==> config.mk <==
export PLATFORM = sky130hd
export DESIGN_NAME = dcache_ctrl_flat
export DESIGN_NICKNAME = d
export VERILOG_FILES = /design/src/rtl/dcache_ctrl_if.sv /design/src/rtl/dcache_ctrl.sv /design/src/flat_wrapper.sv
export SDC_FILE = /design/constraint.sdc
export NUM_CORES = 1
export LEC_CHECK = 0
export ABC_AREA = 1
export CORE_ASPECT_RATIO = 1.4
export CORE_MARGIN = 2
export CORE_UTILIZATION = 34
export DETAILED_ROUTE_END_ITERATION = 12
export GPL_ROUTABILITY_DRIVEN = 0
export PLACE_DENSITY_LB_ADDON = 0.15
export SYNTH_ARGS = -nofsm -noshare
export SYNTH_HDL_FRONTEND = slang
export SYNTH_SLANG_ARGS = --single-unit
==> constraint.sdc <==
create_clock -name clk -period 1.8 [get_ports clk]
set_input_delay 0.36 -clock clk [delete_from_list [all_inputs] [get_ports clk]]
set_output_delay 0.36 -clock clk [all_outputs]
set_load 0.01 [all_outputs]
==> src/rtl/dcache_ctrl_if.sv <==
// dcache_ctrl_if
//   Bundles every signal of the data-cache miss/write controller except the
//   clock and reset.
//   slave  : the controller side (dcache_ctrl). Pipeline, cache-datapath and
//            memory signals come in; stall, load data, array write port,
//            memory request and performance counters go out.
//   master : the environment side (pipeline + cache datapath + memory).
//   Groups : M-stage access (MemReadM, MemWriteM, ALUResultM, WriteDataM),
//            tag-lookup result (Hit0/1, Valid0/1, CacheData),
//            pipeline return (StallM, ReadDataM),
//            array write port (cache_we/way/set/tag/wdata),
//            memory handshake (mem_req/we/addr/wdata/ack/rdata),
//            counters (hit_count, miss_count).
interface dcache_ctrl_if #(
    parameter int NUM_SET = 4,
    parameter int CNT_W   = 32
);
    localparam int SET_BITS = $clog2(NUM_SET);
    localparam int TAG_W    = 32 - SET_BITS - 2;

    logic                MemReadM;
    logic                MemWriteM;
    logic [31:0]         ALUResultM;
    logic [31:0]         WriteDataM;
    logic                Hit0;
    logic                Hit1;
    logic                Valid0;
    logic                Valid1;
    logic [31:0]         CacheData;

    logic                StallM;
    logic [31:0]         ReadDataM;

    logic                cache_we;
    logic                cache_way;
    logic [SET_BITS-1:0] cache_set;
    logic [TAG_W-1:0]    cache_tag;
    logic [31:0]         cache_wdata;

    logic                mem_req;
    logic                mem_we;
    logic [31:0]         mem_addr;
    logic [31:0]         mem_wdata;
    logic                mem_ack;
    logic [31:0]         mem_rdata;

    logic [CNT_W-1:0]    hit_count;
    logic [CNT_W-1:0]    miss_count;

    modport slave (
        input  MemReadM, MemWriteM, ALUResultM, WriteDataM,
        input  Hit0, Hit1, Valid0, Valid1, CacheData,
        output StallM, ReadDataM,
        output cache_we, cache_way, cache_set, cache_tag, cache_wdata,
        output mem_req, mem_we, mem_addr, mem_wdata,
        input  mem_ack, mem_rdata,
        output hit_count, miss_count
    );

    modport master (
        output MemReadM, MemWriteM, ALUResultM, WriteDataM,
        output Hit0, Hit1, Valid0, Valid1, CacheData,
        input  StallM, ReadDataM,
        input  cache_we, cache_way, cache_set, cache_tag, cache_wdata,
        input  mem_req, mem_we, mem_addr, mem_wdata,
        output mem_ack, mem_rdata,
        input  hit_count, miss_count
    );
endinterface

==> src/rtl/dcache_ctrl.sv <==
// dcache_ctrl
//   Miss and write-through controller for a 2-way set-associative data cache
//   sitting in the M stage. Classifies each access as load hit, load miss or
//   store, stalls the pipeline while memory is busy, refills one word on a
//   load miss, writes stores through to memory (no allocate on store miss),
//   keeps one LRU bit per set and drives the cache array write port.
//   Ports:
//     clk : rising-edge clock
//     rst : asynchronous active-low reset
//     bus : dcache_ctrl_if.slave (pipeline, datapath, memory and counters)
module dcache_ctrl #(
    parameter int NUM_SET = 4,
    parameter int CNT_W   = 32
) (
    input  logic         clk,
    input  logic         rst,
    dcache_ctrl_if.slave bus
);
    localparam int SET_BITS = $clog2(NUM_SET);
    localparam int TAG_W    = 32 - SET_BITS - 2;

    typedef enum logic [1:0] {
        S_IDLE    = 2'd0,
        S_RD_MISS = 2'd1,
        S_FILL    = 2'd2,
        S_WR_MEM  = 2'd3
    } state_t;

    state_t              r_state;
    state_t              w_state_next;

    logic [NUM_SET-1:0]  r_lru;          // per set: way to evict next
    logic [31:2]         r_addr;         // word address captured in IDLE
    logic [31:0]         r_wdata;        // store data captured in IDLE
    logic [31:0]         r_rdata;        // refill word captured on ack
    logic                r_wr_done;      // store just retired; let pipeline advance
    logic [CNT_W-1:0]    r_hit_count;
    logic [CNT_W-1:0]    r_miss_count;

    logic [SET_BITS-1:0] w_set;
    logic [TAG_W-1:0]    w_tag;
    logic [SET_BITS-1:0] w_r_set;
    logic [TAG_W-1:0]    w_r_tag;
    logic                w_hit;
    logic                w_hit_way;
    logic                w_victim;

    logic                w_stall;
    logic [31:0]         w_rdata_out;
    logic                w_cache_we;
    logic                w_cache_way;
    logic [SET_BITS-1:0] w_cache_set;
    logic [TAG_W-1:0]    w_cache_tag;
    logic [31:0]         w_cache_wdata;
    logic                w_mem_req;
    logic                w_mem_we;
    logic [31:0]         w_mem_addr;
    logic [31:0]         w_mem_wdata;

    logic                w_capture;
    logic                w_refill_load;
    logic                w_wr_done_set;
    logic                w_lru_we;
    logic [SET_BITS-1:0] w_lru_idx;
    logic                w_lru_val;
    logic                w_cnt_hit;
    logic                w_cnt_miss;

    assign w_set     = bus.ALUResultM[SET_BITS+1:2];
    assign w_tag     = bus.ALUResultM[31:SET_BITS+2];
    assign w_r_set   = r_addr[SET_BITS+1:2];
    assign w_r_tag   = r_addr[31:SET_BITS+2];
    assign w_hit     = bus.Hit0 | bus.Hit1;
    assign w_hit_way = ~bus.Hit0;        // way0 wins if both report a hit

    // Fill an empty way first; only evict by LRU when the set is full.
    assign w_victim  = !bus.Valid0 ? 1'b0 :
                       !bus.Valid1 ? 1'b1 : r_lru[w_r_set];

    always_comb begin
        w_state_next  = r_state;
        w_stall       = 1'b0;
        w_rdata_out   = '0;
        w_cache_we    = 1'b0;
        w_cache_way   = 1'b0;
        w_cache_set   = '0;
        w_cache_tag   = '0;
        w_cache_wdata = '0;
        w_mem_req     = 1'b0;
        w_mem_we      = 1'b0;
        w_mem_addr    = '0;
        w_mem_wdata   = '0;
        w_capture     = 1'b0;
        w_refill_load = 1'b0;
        w_wr_done_set = 1'b0;
        w_lru_we      = 1'b0;
        w_lru_idx     = '0;
        w_lru_val     = 1'b0;
        w_cnt_hit     = 1'b0;
        w_cnt_miss    = 1'b0;

        case (r_state)
            S_IDLE: begin
                // The store that just completed is still presented while the
                // pipeline advances past it; do not restart it.
                if (r_wr_done) begin
                    w_stall = 1'b0;
                end else if (bus.MemWriteM) begin
                    w_stall      = 1'b1;
                    w_capture    = 1'b1;
                    w_state_next = S_WR_MEM;
                    if (w_hit) begin
                        w_cache_we    = 1'b1;
                        w_cache_way   = w_hit_way;
                        w_cache_set   = w_set;
                        w_cache_tag   = w_tag;
                        w_cache_wdata = bus.WriteDataM;
                        w_lru_we      = 1'b1;
                        w_lru_idx     = w_set;
                        w_lru_val     = ~w_hit_way;
                    end
                end else if (bus.MemReadM) begin
                    if (w_hit) begin
                        w_rdata_out = bus.CacheData;
                        w_lru_we    = 1'b1;
                        w_lru_idx   = w_set;
                        w_lru_val   = ~w_hit_way;
                        w_cnt_hit   = 1'b1;
                    end else begin
                        w_stall      = 1'b1;
                        w_capture    = 1'b1;
                        w_cnt_miss   = 1'b1;
                        w_state_next = S_RD_MISS;
                    end
                end
            end
            S_RD_MISS: begin
                w_stall    = 1'b1;
                w_mem_req  = 1'b1;
                w_mem_addr = {r_addr, 2'b00};
                if (bus.mem_ack) begin
                    w_refill_load = 1'b1;
                    w_state_next  = S_FILL;
                end
            end
            S_FILL: begin
                w_cache_we    = 1'b1;
                w_cache_way   = w_victim;
                w_cache_set   = w_r_set;
                w_cache_tag   = w_r_tag;
                w_cache_wdata = r_rdata;
                w_lru_we      = 1'b1;
                w_lru_idx     = w_r_set;
                w_lru_val     = ~w_victim;
                w_rdata_out   = r_rdata;
                w_state_next  = S_IDLE;
            end
            S_WR_MEM: begin
                w_stall     = 1'b1;
                w_mem_req   = 1'b1;
                w_mem_we    = 1'b1;
                w_mem_addr  = {r_addr, 2'b00};
                w_mem_wdata = r_wdata;
                if (bus.mem_ack) begin
                    w_wr_done_set = 1'b1;
                    w_state_next  = S_IDLE;
                end
            end
            default: w_state_next = S_IDLE;
        endcase
    end

    // Outputs are forced quiet while reset is held, even though load-hit data
    // and store-hit strobes are otherwise combinational from the inputs.
    assign bus.StallM      = w_stall & rst;
    assign bus.ReadDataM   = rst ? w_rdata_out : '0;
    assign bus.cache_we    = w_cache_we & rst;
    assign bus.cache_way   = w_cache_way & rst;
    assign bus.cache_set   = rst ? w_cache_set : '0;
    assign bus.cache_tag   = rst ? w_cache_tag : '0;
    assign bus.cache_wdata = rst ? w_cache_wdata : '0;
    assign bus.mem_req     = w_mem_req & rst;
    assign bus.mem_we      = w_mem_we & rst;
    assign bus.mem_addr    = rst ? w_mem_addr : '0;
    assign bus.mem_wdata   = rst ? w_mem_wdata : '0;
    assign bus.hit_count   = r_hit_count;
    assign bus.miss_count  = r_miss_count;

    always_ff @(posedge clk or negedge rst) begin
        if (!rst) begin
            r_state      <= S_IDLE;
            r_addr       <= '0;
            r_wdata      <= '0;
            r_rdata      <= '0;
            r_wr_done    <= 1'b0;
            r_hit_count  <= '0;
            r_miss_count <= '0;
        end else begin
            r_state   <= w_state_next;
            r_wr_done <= w_wr_done_set;
            if (w_capture) begin
                r_addr  <= bus.ALUResultM[31:2];
                r_wdata <= bus.WriteDataM;
            end
            if (w_refill_load) begin
                r_rdata <= bus.mem_rdata;
            end
            if (w_cnt_hit && (r_hit_count != {CNT_W{1'b1}})) begin
                r_hit_count <= r_hit_count + 1'b1;
            end
            if (w_cnt_miss && (r_miss_count != {CNT_W{1'b1}})) begin
                r_miss_count <= r_miss_count + 1'b1;
            end
        end
    end

    genvar gi;
    generate
        for (gi = 0; gi < NUM_SET; gi++) begin : g_lru
            always_ff @(posedge clk or negedge rst) begin
                if (!rst) begin
                    r_lru[gi] <= 1'b0;
                end else if (w_lru_we && (w_lru_idx == SET_BITS'(gi))) begin
                    r_lru[gi] <= w_lru_val;
                end
            end
        end
    endgenerate
endmodule

==> src/flat_wrapper.sv <==
// flat-port wrapper written by rule: the top's interface ports become plain ports
module dcache_ctrl_flat 
#(
    parameter int NUM_SET = 4,
    parameter int CNT_W   = 32
)
  (clk, rst, bus_MemReadM, bus_MemWriteM, bus_ALUResultM, bus_WriteDataM, bus_Hit0, bus_Hit1, bus_Valid0, bus_Valid1, bus_CacheData, bus_StallM, bus_ReadDataM, bus_cache_we, bus_cache_way, bus_cache_set, bus_cache_tag, bus_cache_wdata, bus_mem_req, bus_mem_we, bus_mem_addr, bus_mem_wdata, bus_mem_ack, bus_mem_rdata, bus_hit_count, bus_miss_count);
  dcache_ctrl_if #(.NUM_SET(NUM_SET), .CNT_W(CNT_W)) bus_i ();
  input  logic clk;
  input  logic rst;
  input wire logic [$bits(bus_i.MemReadM)-1:0] bus_MemReadM;
  input wire logic [$bits(bus_i.MemWriteM)-1:0] bus_MemWriteM;
  input wire logic [$bits(bus_i.ALUResultM)-1:0] bus_ALUResultM;
  input wire logic [$bits(bus_i.WriteDataM)-1:0] bus_WriteDataM;
  input wire logic [$bits(bus_i.Hit0)-1:0] bus_Hit0;
  input wire logic [$bits(bus_i.Hit1)-1:0] bus_Hit1;
  input wire logic [$bits(bus_i.Valid0)-1:0] bus_Valid0;
  input wire logic [$bits(bus_i.Valid1)-1:0] bus_Valid1;
  input wire logic [$bits(bus_i.CacheData)-1:0] bus_CacheData;
  output wire logic [$bits(bus_i.StallM)-1:0] bus_StallM;
  output wire logic [$bits(bus_i.ReadDataM)-1:0] bus_ReadDataM;
  output wire logic [$bits(bus_i.cache_we)-1:0] bus_cache_we;
  output wire logic [$bits(bus_i.cache_way)-1:0] bus_cache_way;
  output wire logic [$bits(bus_i.cache_set)-1:0] bus_cache_set;
  output wire logic [$bits(bus_i.cache_tag)-1:0] bus_cache_tag;
  output wire logic [$bits(bus_i.cache_wdata)-1:0] bus_cache_wdata;
  output wire logic [$bits(bus_i.mem_req)-1:0] bus_mem_req;
  output wire logic [$bits(bus_i.mem_we)-1:0] bus_mem_we;
  output wire logic [$bits(bus_i.mem_addr)-1:0] bus_mem_addr;
  output wire logic [$bits(bus_i.mem_wdata)-1:0] bus_mem_wdata;
  input wire logic [$bits(bus_i.mem_ack)-1:0] bus_mem_ack;
  input wire logic [$bits(bus_i.mem_rdata)-1:0] bus_mem_rdata;
  output wire logic [$bits(bus_i.hit_count)-1:0] bus_hit_count;
  output wire logic [$bits(bus_i.miss_count)-1:0] bus_miss_count;
  assign bus_i.MemReadM = bus_MemReadM;
  assign bus_i.MemWriteM = bus_MemWriteM;
  assign bus_i.ALUResultM = bus_ALUResultM;
  assign bus_i.WriteDataM = bus_WriteDataM;
  assign bus_i.Hit0 = bus_Hit0;
  assign bus_i.Hit1 = bus_Hit1;
  assign bus_i.Valid0 = bus_Valid0;
  assign bus_i.Valid1 = bus_Valid1;
  assign bus_i.CacheData = bus_CacheData;
  assign bus_StallM = bus_i.StallM;
  assign bus_ReadDataM = bus_i.ReadDataM;
  assign bus_cache_we = bus_i.cache_we;
  assign bus_cache_way = bus_i.cache_way;
  assign bus_cache_set = bus_i.cache_set;
  assign bus_cache_tag = bus_i.cache_tag;
  assign bus_cache_wdata = bus_i.cache_wdata;
  assign bus_mem_req = bus_i.mem_req;
  assign bus_mem_we = bus_i.mem_we;
  assign bus_mem_addr = bus_i.mem_addr;
  assign bus_mem_wdata = bus_i.mem_wdata;
  assign bus_i.mem_ack = bus_mem_ack;
  assign bus_i.mem_rdata = bus_mem_rdata;
  assign bus_hit_count = bus_i.hit_count;
  assign bus_miss_count = bus_i.miss_count;
  dcache_ctrl #(.NUM_SET(NUM_SET), .CNT_W(CNT_W)) u_core (.clk(clk), .rst(rst), .bus(bus_i));
endmodule
==> results.txt <==
outcome: complete, but fails checks
violations in the final reports: setup timing
CP max stage cell: sky130_fd_sc_hd__dfrtp_2
sequential share of the synthesized area: 0.4107
number of enable-type register cells in the synthesized netlist: 0
final routed wire length divided by cell count: 16.90 um
root buffer cell: sky130_fd_sc_hd__clkbuf_16
ratio of total power to cell area: 1078 mW/mm^2
clock sink total: 165
actual transition at the worst max-transition pin: 0.9405 ns
final count of negative-setup-slack endpoints: 230
Synth warnings: 0
final cell area excluding filler cells: 0.01657 sq mm
cells traversed along the worst timing path: nor3_4 -> buf_6 -> buf_12 -> buf_12 -> nand4_1 -> a21oi_2 -> buf_2
vias in the first global route: 11.39k
unrepaired setup endpoints after global routing: yes
distinct cell type count after synthesis: 29
final cycle utilization of the critical path: 1.367
delay of the slowest critical-path stage: 0.48 ns
setup ws final: -0.6612 ns
dominant cell type by area after synthesis: sky130_fd_sc_hd__dfrtp_1
maximum VDD drop: 727.9 uV
Skew-Pair Late Insertion Delay: 0.45 ns
Initial Utilization: 0.3447
number of port buffers: 359
worst-case setup slack after placement: -1.113 ns
Worst path top cell family by delay: buffers and inverters
final worst clock skew: 0.008996 ns
via count of the routed design: 11.74k
average via count per standard cell: 4.854
Worst Setup Path Type: reg2out
Vert. Die Dim: 207.5 um
ratio of cells with drive above 1 in the final layout: 0.2805
Main synth FF type: sky130_fd_sc_hd__dfrtp_1
data required time at the worst endpoint: 1.44 ns
FFs w/ async S/R, synth: 1.000
maximum root-to-sink buffer count: 2
most numerous cell in the Yosys netlist: sky130_fd_sc_hd__nand2_1
Layout Area Growth over Synthesis: 64.83%
remaining antenna violation count: 0
largest net degree at the start of global routing: 71
total global-route track usage: 0.2545
Pleak: 8.260 nW
cell count after synthesis: 1515
GRT Residual Overflow: 0
count of nets after finishing: 2162
Die Width: 149.3 um
count of max-cap constraint violations: 0
data arrival time at the worst-slack endpoint: 2.10 ns
TritonCTS clock tree: done
class of the tightest hold or removal check: in2async
number of failing hold endpoints at the final stage: 0
Worst path most repeated cell: sky130_fd_sc_hd__buf_12
Relative slew margins: 0.3730
number of clock buffers inserted by TritonCTS: 17
cell types occupying the most area after synthesis: sky130_fd_sc_hd__dfrtp_1 41%, sky130_fd_sc_hd__nand2_1 21%, sky130_fd_sc_hd__nor2_1 8.4%
mean cell area of the mapped netlist: 6.636 sq um
post-CTS clock slew at the launch and capture registers of the worst setup and hold paths: 0.07 ns
fin crit period: 2.461 ns
Setup Total Neg Slack: -68.03 ns
maximum achievable frequency: 406.3 MHz
initial antenna violation count: 3
Design Power: 17.86 mW
critical path launch point type: register
number of buffer and inverter instances along the worst setup path: 4
largest fanout on the critical path: 8
number of synthesized register bits: 165
placed wire-length estimate: 29270 um
Detailed Route Iter0 Violations: 603
post-route DRC violation count: 0
dpl cell area: 0.01524 sq mm
Netlist Area Pre-Place: 0.01005 sq mm
wire length of the first global-routing pass: 61200 um
number of search-and-repair iterations in the first detailed-routing pass: 6
# rows: 74
io pins: 364
number of pins exceeding their max-slew limit in the final report: 0
die area: 0.03098 sq mm
# H-tree levels: 4
most common library cells after synthesis: 567 x sky130_fd_sc_hd__nand2_1, 226 x sky130_fd_sc_hd__nor2_1, 165 x sky130_fd_sc_hd__dfrtp_1, 165 x sky130_fd_sc_hd__inv_1, 103 x sky130_fd_sc_hd__a21oi_1
core area: 0.02917 sq mm
Yosys top cell area share: 0.4107
wire length reported by the detailed router: 40880 um
FF-to-FF setup slack: -0.02 ns
type of destination of the critical path: output port
==> through the flow <==
stage,instances,hold WS [ns],utilization
floorplan,1516,0.06441,-
global placement,2343,0.4543,0.5226
detailed placement,2343,0.4548,0.5226
CTS,2399,0.2252,0.5517
global route,2418,0.3331,0.5682
finish,2418,0.2676,0.5682
==> worst register-to-register path: cells and delay by family (launching register included) <==
kind	cells	cell delay, ns
DFF	1	0.49
and+or+nand+nor	5	0.51
AOI/OAI and AO/OA	1	0.09
buffers and inverters	4	0.61
==> layout make-up <==
| cell class | count | area (sq um) |
|---|---|---|
| antenna | 2 | 5.005 |
| clock buffer | 21 | 470.5 |
| clock inverter | 11 | 173.9 |
| fill | 2828 | 12590 |
| inverter | 170 | 653.1 |
| multi-input combinational | 1111 | 5639 |
| sequential | 165 | 4133 |
| tap | 380 | 475.5 |
| timing repair buffer | 558 | 5021 |
==> where the power goes <==
| part | internal (mW) | leakage, nW | switching (mW) |
|---|---|---|---|
| logic | 3.66 | 5.87 | 4.59 |
| clock network | 2.44 | 0.305 | 1.62 |
| registers | 4.83 | 2.08 | 0.725 |
| total | 10.9 | 8.26 | 6.93 |
==> state kept, by name (all words and copies together) (netlist names) <==
name and flops:
u_core.bus.hit_count 32, u_core.bus.miss_count 32, u_core.r_rdata 32, u_core.r_wdata 32, u_core.r_addr 30, u_core.r_lru 4, u_core.r_state 2, u_core.r_wr_done 1
==> placed cells by master, fill, tap and decap left out, drive strengths merged <==
| cell type | instances |
|---|---|
| dfrtp | 165 |
| buf | 341 |
| inv | 170 |
| clkdlybuf4s15 | 3 |
| a21oi | 103 |
| nand4 | 45 |
| clkdlybuf4s50 | 195 |
| nor3b | 1 |
| dlymetal6s2s | 3 |
| nor2 | 236 |
| o22ai | 28 |
| ha | 2 |
| nand3b | 25 |
| o21ai | 38 |
| clkinvlp | 3 |
| xor2 | 16 |
| diode | 2 |
| conb | 2 |
| clkbuf | 36 |
| nand2 | 576 |
| nand3 | 20 |
| dlygate4sd3 | 1 |
| nor3 | 4 |
| clkinv | 4 |
| xnor2 | 15 |
| bufinv | 4 |
==> logic make-up after synthesis <==
| family | synth area share |
|---|---|
| other | 0.0003730 |
| buffers and inverters | 0.09795 |
| AOI/OAI and AO/OA | 0.08762 |
| and+or+nand+nor | 0.3739 |
| adders and majority gates | 0.002489 |
| xor gates and xnor gates | 0.02701 |
| DFF | 0.4107 |
==> timing repair <==
item / CTS / global route
cloned: 4 / 10
hold buffers: 2 / 0
pin swaps: 33 / 30
endpoints found under the setup margin: 277 / 341
hold endpoints to repair: 37 / 0
setup buffers: 19 / 13
resized for setup: 575 / 293
==> per-layer routing <==
metal	global-route usage	part of all wire	vias to the layer above
li1	-	-	5721
met1	0.2934	0.39	5511
met2	0.4381	0.50	420
met3	0.07033	0.075	85
met4	0.1103	0.036	0
met5	0	0	-
==> worst paths after layout <==
| kind | depth (start not counted) | end | from |
|---|---|---|---|
| min in group clk | 3 | u_core.r_rdata[23] | bus_mem_rdata[23] |
| max in group asynchronous | 4 | u_core.bus.hit_count[4] | rst |
| max reg2reg | 10 | u_core.bus.hit_count[2] | u_core.r_state[1] |
| max | 7 | bus_cache_wdata[14] | u_core.r_state[0] |
| min reg2reg | 2 | u_core.r_rdata[0] | u_core.r_rdata[0] |
| min | 3 | u_core.r_wdata[0] | rst |
Power figures use the tool's default switching activity.
